[config.mk]
export PLATFORM = sky130hd
export DESIGN_NAME = rob
export DESIGN_NICKNAME = d
export VERILOG_FILES = /design/src/rtl/rob.sv
export SDC_FILE = /design/constraint.sdc
export NUM_CORES = 2
export LEC_CHECK = 0
export ABC_AREA = 1
export CORE_MARGIN = 2
export CORE_UTILIZATION = 25
export DETAILED_ROUTE_END_ITERATION = 12
export SLEW_MARGIN = 30
export SYNTH_ARGS = -nofsm -noshare
export SYNTH_HDL_FRONTEND = slang
export SYNTH_SLANG_ARGS = --single-unit
[constraint.sdc]
create_clock -name clk_in -period 4.2 [get_ports clk_in]
set_input_delay 0.84 -clock clk_in [delete_from_list [all_inputs] [get_ports clk_in]]
set_output_delay 0.84 -clock clk_in [all_outputs]
set_load 0.02 [all_outputs]
[src/rtl/rob.sv]
// Reorder buffer: allocates entries in program order, collects ALU/LSB result
// broadcasts, retires in order, and flushes the machine on a branch mispredict.
module rob #(
  parameter int ROB_BIT = 4
) (
  input  logic               clk_in,
  input  logic               rst_in,
  input  logic               rdy_in,

  input  logic               issue_valid,
  input  logic [1:0]         issue_type,
  input  logic [4:0]         issue_rd,
  input  logic               issue_done,
  input  logic [31:0]        issue_value,
  input  logic               issue_pred_taken,
  input  logic [31:0]        issue_alt_pc,
  output logic [ROB_BIT-1:0] issue_entry,
  output logic               full,

  input  logic               alu_valid,
  input  logic [ROB_BIT-1:0] alu_entry,
  input  logic [31:0]        alu_value,
  input  logic               lsb_valid,
  input  logic [ROB_BIT-1:0] lsb_entry,
  input  logic [31:0]        lsb_value,

  input  logic [ROB_BIT-1:0] q1_entry,
  input  logic [ROB_BIT-1:0] q2_entry,
  output logic               q1_ready,
  output logic               q2_ready,
  output logic [31:0]        q1_value,
  output logic [31:0]        q2_value,

  output logic               commit_valid,
  output logic [4:0]         commit_rd,
  output logic [31:0]        commit_value,
  output logic [ROB_BIT-1:0] commit_entry,
  output logic               store_commit,
  output logic [ROB_BIT-1:0] store_entry,
  output logic               rob_clear_up,
  output logic [31:0]        redirect_pc,
  output logic               halt
);

  localparam int ROB_SIZE = 1 << ROB_BIT;
  localparam logic [ROB_BIT:0] FULL_COUNT = (ROB_BIT+1)'(ROB_SIZE);

  typedef enum logic [1:0] {
    T_REG    = 2'b00,
    T_STORE  = 2'b01,
    T_BRANCH = 2'b10,
    T_EXIT   = 2'b11
  } rob_type_e;

  // Handshake: an issue is accepted on a rising edge where issue_valid is high,
  // full is low, rdy_in is high and no flush is in progress; issue_entry is the
  // tag assigned to it. Broadcasts are single-cycle and always accepted (no
  // back-pressure) unless the tagged entry is not busy or a flush is in progress.

  logic [ROB_BIT-1:0] r_head;
  logic [ROB_BIT-1:0] r_tail;
  logic [ROB_BIT:0]   r_count;

  logic               r_busy  [ROB_SIZE];
  logic               r_ready [ROB_SIZE];
  rob_type_e          r_type  [ROB_SIZE];
  logic [4:0]         r_rd    [ROB_SIZE];
  logic [31:0]        r_value [ROB_SIZE];
  logic               r_pred  [ROB_SIZE];
  logic [31:0]        r_alt   [ROB_SIZE];

  logic w_issue;
  logic w_alu_wb;
  logic w_lsb_wb;
  logic w_commit;
  logic w_mispredict;
  logic w_q1_alu, w_q1_lsb, w_q2_alu, w_q2_lsb;

  assign full        = (r_count == FULL_COUNT);
  assign issue_entry = r_tail;

  always_comb begin
    w_issue  = rdy_in && issue_valid && !full && !rob_clear_up;
    w_alu_wb = rdy_in && alu_valid && !rob_clear_up && r_busy[alu_entry];
    w_lsb_wb = rdy_in && lsb_valid && !rob_clear_up && r_busy[lsb_entry];
    // Commit looks only at registered ready; same-cycle broadcasts wait a cycle.
    w_commit = rdy_in && !halt && r_busy[r_head] && r_ready[r_head];
    w_mispredict = w_commit && (r_type[r_head] == T_BRANCH) &&
                   (r_value[r_head][0] != r_pred[r_head]);
  end

  always_comb begin
    w_q1_alu = alu_valid && (alu_entry == q1_entry);
    w_q1_lsb = lsb_valid && (lsb_entry == q1_entry);
    w_q2_alu = alu_valid && (alu_entry == q2_entry);
    w_q2_lsb = lsb_valid && (lsb_entry == q2_entry);

    q1_ready = r_busy[q1_entry] && (r_ready[q1_entry] || w_q1_alu || w_q1_lsb);
    q2_ready = r_busy[q2_entry] && (r_ready[q2_entry] || w_q2_alu || w_q2_lsb);

    if (w_q1_lsb)      q1_value = lsb_value;
    else if (w_q1_alu) q1_value = alu_value;
    else               q1_value = r_value[q1_entry];

    if (w_q2_lsb)      q2_value = lsb_value;
    else if (w_q2_alu) q2_value = alu_value;
    else               q2_value = r_value[q2_entry];
  end

  always_ff @(posedge clk_in) begin
    if (rst_in) begin
      r_head       <= '0;
      r_tail       <= '0;
      r_count      <= '0;
      commit_valid <= 1'b0;
      commit_rd    <= '0;
      commit_value <= '0;
      commit_entry <= '0;
      store_commit <= 1'b0;
      store_entry  <= '0;
      rob_clear_up <= 1'b0;
      redirect_pc  <= '0;
      halt         <= 1'b0;
      for (int i = 0; i < ROB_SIZE; i++) begin
        r_busy[i]  <= 1'b0;
        r_ready[i] <= 1'b0;
      end
    end else if (rdy_in) begin
      commit_valid <= 1'b0;
      store_commit <= 1'b0;
      rob_clear_up <= 1'b0;

      if (w_issue) begin
        r_busy[r_tail]  <= 1'b1;
        r_ready[r_tail] <= issue_done;
        r_type[r_tail]  <= rob_type_e'(issue_type);
        r_rd[r_tail]    <= issue_rd;
        r_value[r_tail] <= issue_value;
        r_pred[r_tail]  <= issue_pred_taken;
        r_alt[r_tail]   <= issue_alt_pc;
        r_tail          <= r_tail + ROB_BIT'(1);
      end

      // LSB is applied second so it wins when both target the same entry.
      if (w_alu_wb) begin
        r_value[alu_entry] <= alu_value;
        r_ready[alu_entry] <= 1'b1;
      end
      if (w_lsb_wb) begin
        r_value[lsb_entry] <= lsb_value;
        r_ready[lsb_entry] <= 1'b1;
      end

      r_count <= r_count + (ROB_BIT+1)'(w_issue) - (ROB_BIT+1)'(w_commit);

      if (w_commit) begin
        r_busy[r_head] <= 1'b0;
        r_head         <= r_head + ROB_BIT'(1);
        case (r_type[r_head])
          T_REG: begin
            commit_valid <= 1'b1;
            commit_rd    <= r_rd[r_head];
            commit_value <= r_value[r_head];
            commit_entry <= r_head;
          end
          T_STORE: begin
            store_commit <= 1'b1;
            store_entry  <= r_head;
          end
          T_EXIT:  halt <= 1'b1;
          default: ;
        endcase
      end

      // A mispredict empties the whole buffer, overriding this cycle's issue.
      if (w_mispredict) begin
        rob_clear_up <= 1'b1;
        redirect_pc  <= r_alt[r_head];
        r_head       <= '0;
        r_tail       <= '0;
        r_count      <= '0;
        for (int i = 0; i < ROB_SIZE; i++) begin
          r_busy[i]  <= 1'b0;
          r_ready[i] <= 1'b0;
        end
      end
    end else begin
      commit_valid <= 1'b0;
      store_commit <= 1'b0;
      rob_clear_up <= 1'b0;
    end
  end

endmodule

* Word-level counts from Yosys, hierarchy flattened
Memory sizes are Yosys's and may differ from the RTL's. A register that Yosys moved wholly into a read port is not among the register bits. Cells that the tools add are included.
Storage, ports and cells: register bits after elaboration 57, latch bits 0, bits in writable memories 1184, ROM bits 0, input bits 159, word-level logic and storage cells 516, memories kept 7
Operators by class: add/subtract/negate cells 4, $mul 0, div/mod/pow operators 0, $lt $le $gt $ge 0, eq/ne operators 89, shift operators 0, multiplexer cells 90, bitwise operators 274, reduce and logical (&&, ||, !) cells 42
Memory list:
- r_alt | depth 16, bits a word 32, read ports 1, clocked after memory_dff 1, wr ports 1, line 70 | logic [31:0] r_alt [ROB_SIZE];
- r_value | depth 16, bits a word 32, read ports 3, clocked after memory_dff 1, wr ports 3, line 68 | logic [31:0] r_value [ROB_SIZE];
- r_rd | depth 16, bits a word 5, read ports 1, clocked after memory_dff 1, wr ports 1, line 67 | logic [4:0] r_rd [ROB_SIZE];
- r_type | depth 16, bits a word 2, read ports 1, clocked after memory_dff 1, wr ports 1, line 66 | rob_type_e r_type [ROB_SIZE];
- r_busy | depth 16, bits a word 1, read ports 5, clocked after memory_dff 1, wr ports 16, line 64 | logic r_busy [ROB_SIZE];
- r_pred | depth 16, bits a word 1, read ports 1, clocked after memory_dff 1, wr ports 1, line 69 | logic r_pred [ROB_SIZE];
- +1 memories
Operator list (count):
- equality test 4 bit (second input constant) | 80
- AND 1 bit | 160
- two-way mux 32 bit | 4
- inverter 1 bit | 82
- two-way mux 4 bit | 19
- two-way mux 1 bit | 66
- bitwise OR 1 bit | 32
- logical AND 1 bit | 20
- equality test 4 bit | 4
- AND reduction 3 bit | 3
- adder 4 x 1 -> 4 bit (second input constant) | 2
- AND reduction 2 bit | 3
- adder 5 x 1 -> 5 bit | 1
- equality test 5 bit (second input constant) | 1
- two-way mux 5 bit | 1
- OR reduction 1 bit | 5
- subtractor 5 x 1 -> 5 bit | 1
- equality test 2 bit (second input constant) | 2
- logical OR 1 bit | 4
- nonzero test 2 bit | 2
- logical NOT 1 bit | 3
- OR reduction 3 bit | 1
- equality test 2 x 1 -> 1 bit (second input constant) | 1
- logical NOT 2 bit | 1
- != test 1 bit | 1

* Logic depth before layout (Yosys ltp)
depth after elaboration 30, mapped depth 20, mapped depth without buffers 17

* Worst setup path after synthesis
OpenSTA, ideal clock, no wires.
path type input to register, from input port alu_entry[2], to memory r_value[0][0] (enable), arrival 3.334 ns, data required time 3.769 ns, slack 0.435 ns, cell stages on the path 7, path buffers 2, path through clkbuf_1 > nor2_1 > o21ai_0 > nand4_1 > nand2_2 > buf_6 > o211ai_1
RTL lines:
- start: declaration | line 21 | input logic [ROB_BIT-1:0] alu_entry,
- end: declaration | line 68

* Worst setup path after layout
from input port alu_entry[2], to output port q1_value[10]
On the way: cells in the longest elaborated chain, start to end 4
RTL lines:
- equality test 4 bit | line 93 | w_q1_alu = alu_valid && (alu_entry == q1_entry);
- logical AND 1 bit | line 93
- two-way mux 32 bit | line 102 | else if (w_q1_alu) q1_value = alu_value;
- two-way mux 32 bit | line 101 | if (w_q1_lsb) q1_value = lsb_value;
- end: declaration | line 31 | output logic [31:0] q1_value,
Every way passes these cells.

==> flow_summary.ini <==
[global_route]
grt_pass1_vias = 63800
grt_pass1_wl_mm = 464
antenna_found_initial = 47
overflow = 0
grt_max_degree = 169
track_usage_pct = 21.4

[placement]
gp_congestion = 0.991
port_buffers = 310
dp_hpwl_mm = 205

[cts]
cts.clk_slew.worst_paths_ns = 0.06
ctsHtreeMaxLevel = 4
cts_setup_buffers = 0
cts_buffers = 152
clockBufferDepth = 4
cts.root.buffer_cell = clkbuf_16
clock_latency_ns = 0.85
clock_sinks = 1282
cts.hold.buffers_added = 0
cts_tree = done

[detailed_routing]
antenna_left = 0
wl_mm = 329
routedWlPerCell_um = 25.7
drc_errors = 0
firstDrtPassIters = 7
via_count = 71000
drt-initial-drc-count = 11000
routed_via_density = 5.53

[sta]
finalSetupViolCount = 0
fin_crit_sh_pct = 99.0
relSlewSlack_pct = 31.0
finalHoldViolCount = 0
min_period_ns = 4.16
timing.final.max_slew_violations = 0
finClkSkew_ns = 0.0670
tns_ns = 0
max_freq_mhz = 241
tightest_slew_ns = 1.03
rsz0062_at_grt = true

[finish]
final_cell_mix = o21ai_0, nand2_1, edfxtp_1
fill_cells = 30000
multi_input_area_mm2 = 0.0305
final_util_pct = 30.6
area_growth_pct = 21.5
regArea_mm2 = 0.0372
layout-drive-gt1-share_pct = 9.01
nets = 9096
final_common_cell = o21ai_0

[hold_path]
min_path_type = flop to flop
hold_depth = 2

[synth]
syn_inst = 8836
async_reset_ff_share_pct = 0
ys_ff_latch = 1282
ys_seq_area_share_pct = 51.3
synth_flop_cell = edfxtp_1
synth_cell_type_count = 45
netlist_area_mm2 = 0.0726
syn_nets = 9010
syn_area_per_cell_um2 = 8.21
synth_edf_count = 1152
ys_warn_count = 0

[floorplan]
io_pins = 311
core_region_area_mm2 = 0.288
die_x_um = 543
num_rows = 197
dieHeight_um = 543
dieArea_mm2 = 0.295
start_util_pct = 25.2

[worst_setup_path]
path_cells = clkdlybuf4s50_1 -> buf_4 -> xnor2_1 -> o2111ai_4 -> buf_4 -> nand2_1 -> o221ai_1 -> o21ai_0 -> clkdlybuf4s50_1
critPathLaunchType = primary input
critical_path_class = primary input to output port
r2r_cells = 15
slowest_stage = clkdlybuf4s50_1
slowest_delay_ns = 0.67
arrival_ns = 3.32
cp.required_ns = 3.36
worstSetupEndpointType = output port
critical_path.max_fanout = 13

[pwr]
netSwitchingPower_mw = 7.75
peakVddDrop_mv = 0.265
clkPwrFrac_pct = 44.2
comb_power_share_pct = 10.4
p_leak_nw = 31.0
internal-power_mw = 23.1
p_seq_share_pct = 45.4
switching_share_pct = 25.1
p_per_area_mw_per_mm2 = 350

[run]
max_cap_viol_count = 0

[run_status]
status = complete, no violations
stage by stage:
| stage | power, mW | std cells | hold WS (ns) | cell area, um2 | worst slack, ns |
|---|---|---|---|---|---|
| after floorplan | 15.9 | 8836 | 0.466 | 72600 | 0.435 |
| after global placement | 17.4 | 12500 | 0.440 | 83000 | -0.385 |
| after detailed placement | 17.4 | 12500 | 0.448 | 83000 | -0.473 |
| after CTS | 30.8 | 12800 | 0.463 | 88000 | -0.00119 |
| after global routing | 31.6 | 12800 | 0.485 | 88200 | -0.0144 |
| final | 30.8 | 12800 | 0.460 | 88200 | 0.0423 |
Yosys cell counts, drive strengths merged, types with 10 or more instances:
cell type,number,area share [%]
o211ai,243,2.5
nor2,502,2.7
nand4,10,0.095
buf,219,1.5
clkbuf,628,3.3
o22ai,170,1.5
nand2,1591,8.2
o21ai,1982,14
ha,14,0.24
nor3,20,0.19
a31oi,90,0.78
dfxtp,130,3.6
nand3,872,6.0
a21oi,582,4.0
a221oi,13,0.16
a22o,12,0.14
clkinv,13,0.067
o221ai,57,0.69
inv,500,2.6
edfxtp,1152,48
o31ai,14,0.14
registers in the layout, indices dropped and copies added, names as in the netlist, named ones only:
signal,count
r_type,32
r_rd,80
commit_rd,5
store_entry,4
issue_entry,4
commit_value,32
r_pred,16
r_value,512
r_busy,16
r_count,5
commit_valid,1
redirect_pc,32
store_commit,1
rob_clear_up,1
r_head,4
r_ready,16
halt,1
r_alt,512
commit_entry,4
routing by layer:
metal  track usage, %  wire length (um)  part of all wire (%)
met5                0               261                 0.079
met2             32.4            142000                    43
met3             5.68             41900                    13
met1             27.0            122000                    37
met4             13.5             23300                   7.1
kinds of logic (layout without fill, tap and decap cells):
| group | count (synthesis) | after routing | synth area share, % |
|---|---|---|---|
| adders and majority gates | 15 | 15 | 0.269 |
| and+or+nand+nor | 3005 | 3005 | 17.3 |
| other | 0 | 18 | 0 |
| xor gates and xnor gates | 3 | 3 | 0.0362 |
| AOI/OAI and AO/OA | 3171 | 3171 | 23.7 |
| DFF | 1282 | 1282 | 51.3 |
| buffers and inverters | 1360 | 1554 | 7.42 |
power groups by stage:
| stage | clock [mW] | combinational (mW) | sequential (mW) |
|---|---|---|---|
| floorplan | 0 | 1.63 | 14.3 |
| global route | 14.2 | 3.42 | 14.0 |
| finish | 13.6 | 3.22 | 14.0 |
| CTS | 13.7 | 3.13 | 14.0 |
| global placement | 0 | 3.10 | 14.3 |
| detailed placement | 0 | 3.12 | 14.3 |
critical path: cells and delay by family:
family,cells,cell delay [ns]
and+or+nand+nor,1,0.07
xor gates and xnor gates,1,0.28
AOI/OAI and AO/OA,3,0.54
buffers and inverters,4,1.56
what timing repair did:
item / in CTS / in global routing
gates cloned: 0 / 0
pin swaps: 1 / 0
gates resized for setup: 27 / 44
endpoints found under the setup margin: 12 / 52
path summary, 6_finish.rpt:
check                           slack [ns]            start              end
worst max-delay path                  0.04     alu_entry[2]     q1_value[10]
worst max register to register        0.89             flop  redirect_pc[20]
worst min register to register        0.46  redirect_pc[23]  redirect_pc[23]
worst min-delay path                  0.46  redirect_pc[23]  redirect_pc[23]
area by class of cell:
cell class,instances,share of cell area [%]
Clock buffer,199,4.66
Timing Repair Buffer,779,10.0
Clock inverter,63,0.932
Tap cell,3781,5.36
Sequential cell,1282,42.2
Antenna cell,18,0.0511
Inverter,513,2.23
Multi-Input combinational cell,6194,34.5
(Power assumes the default switching activity.)
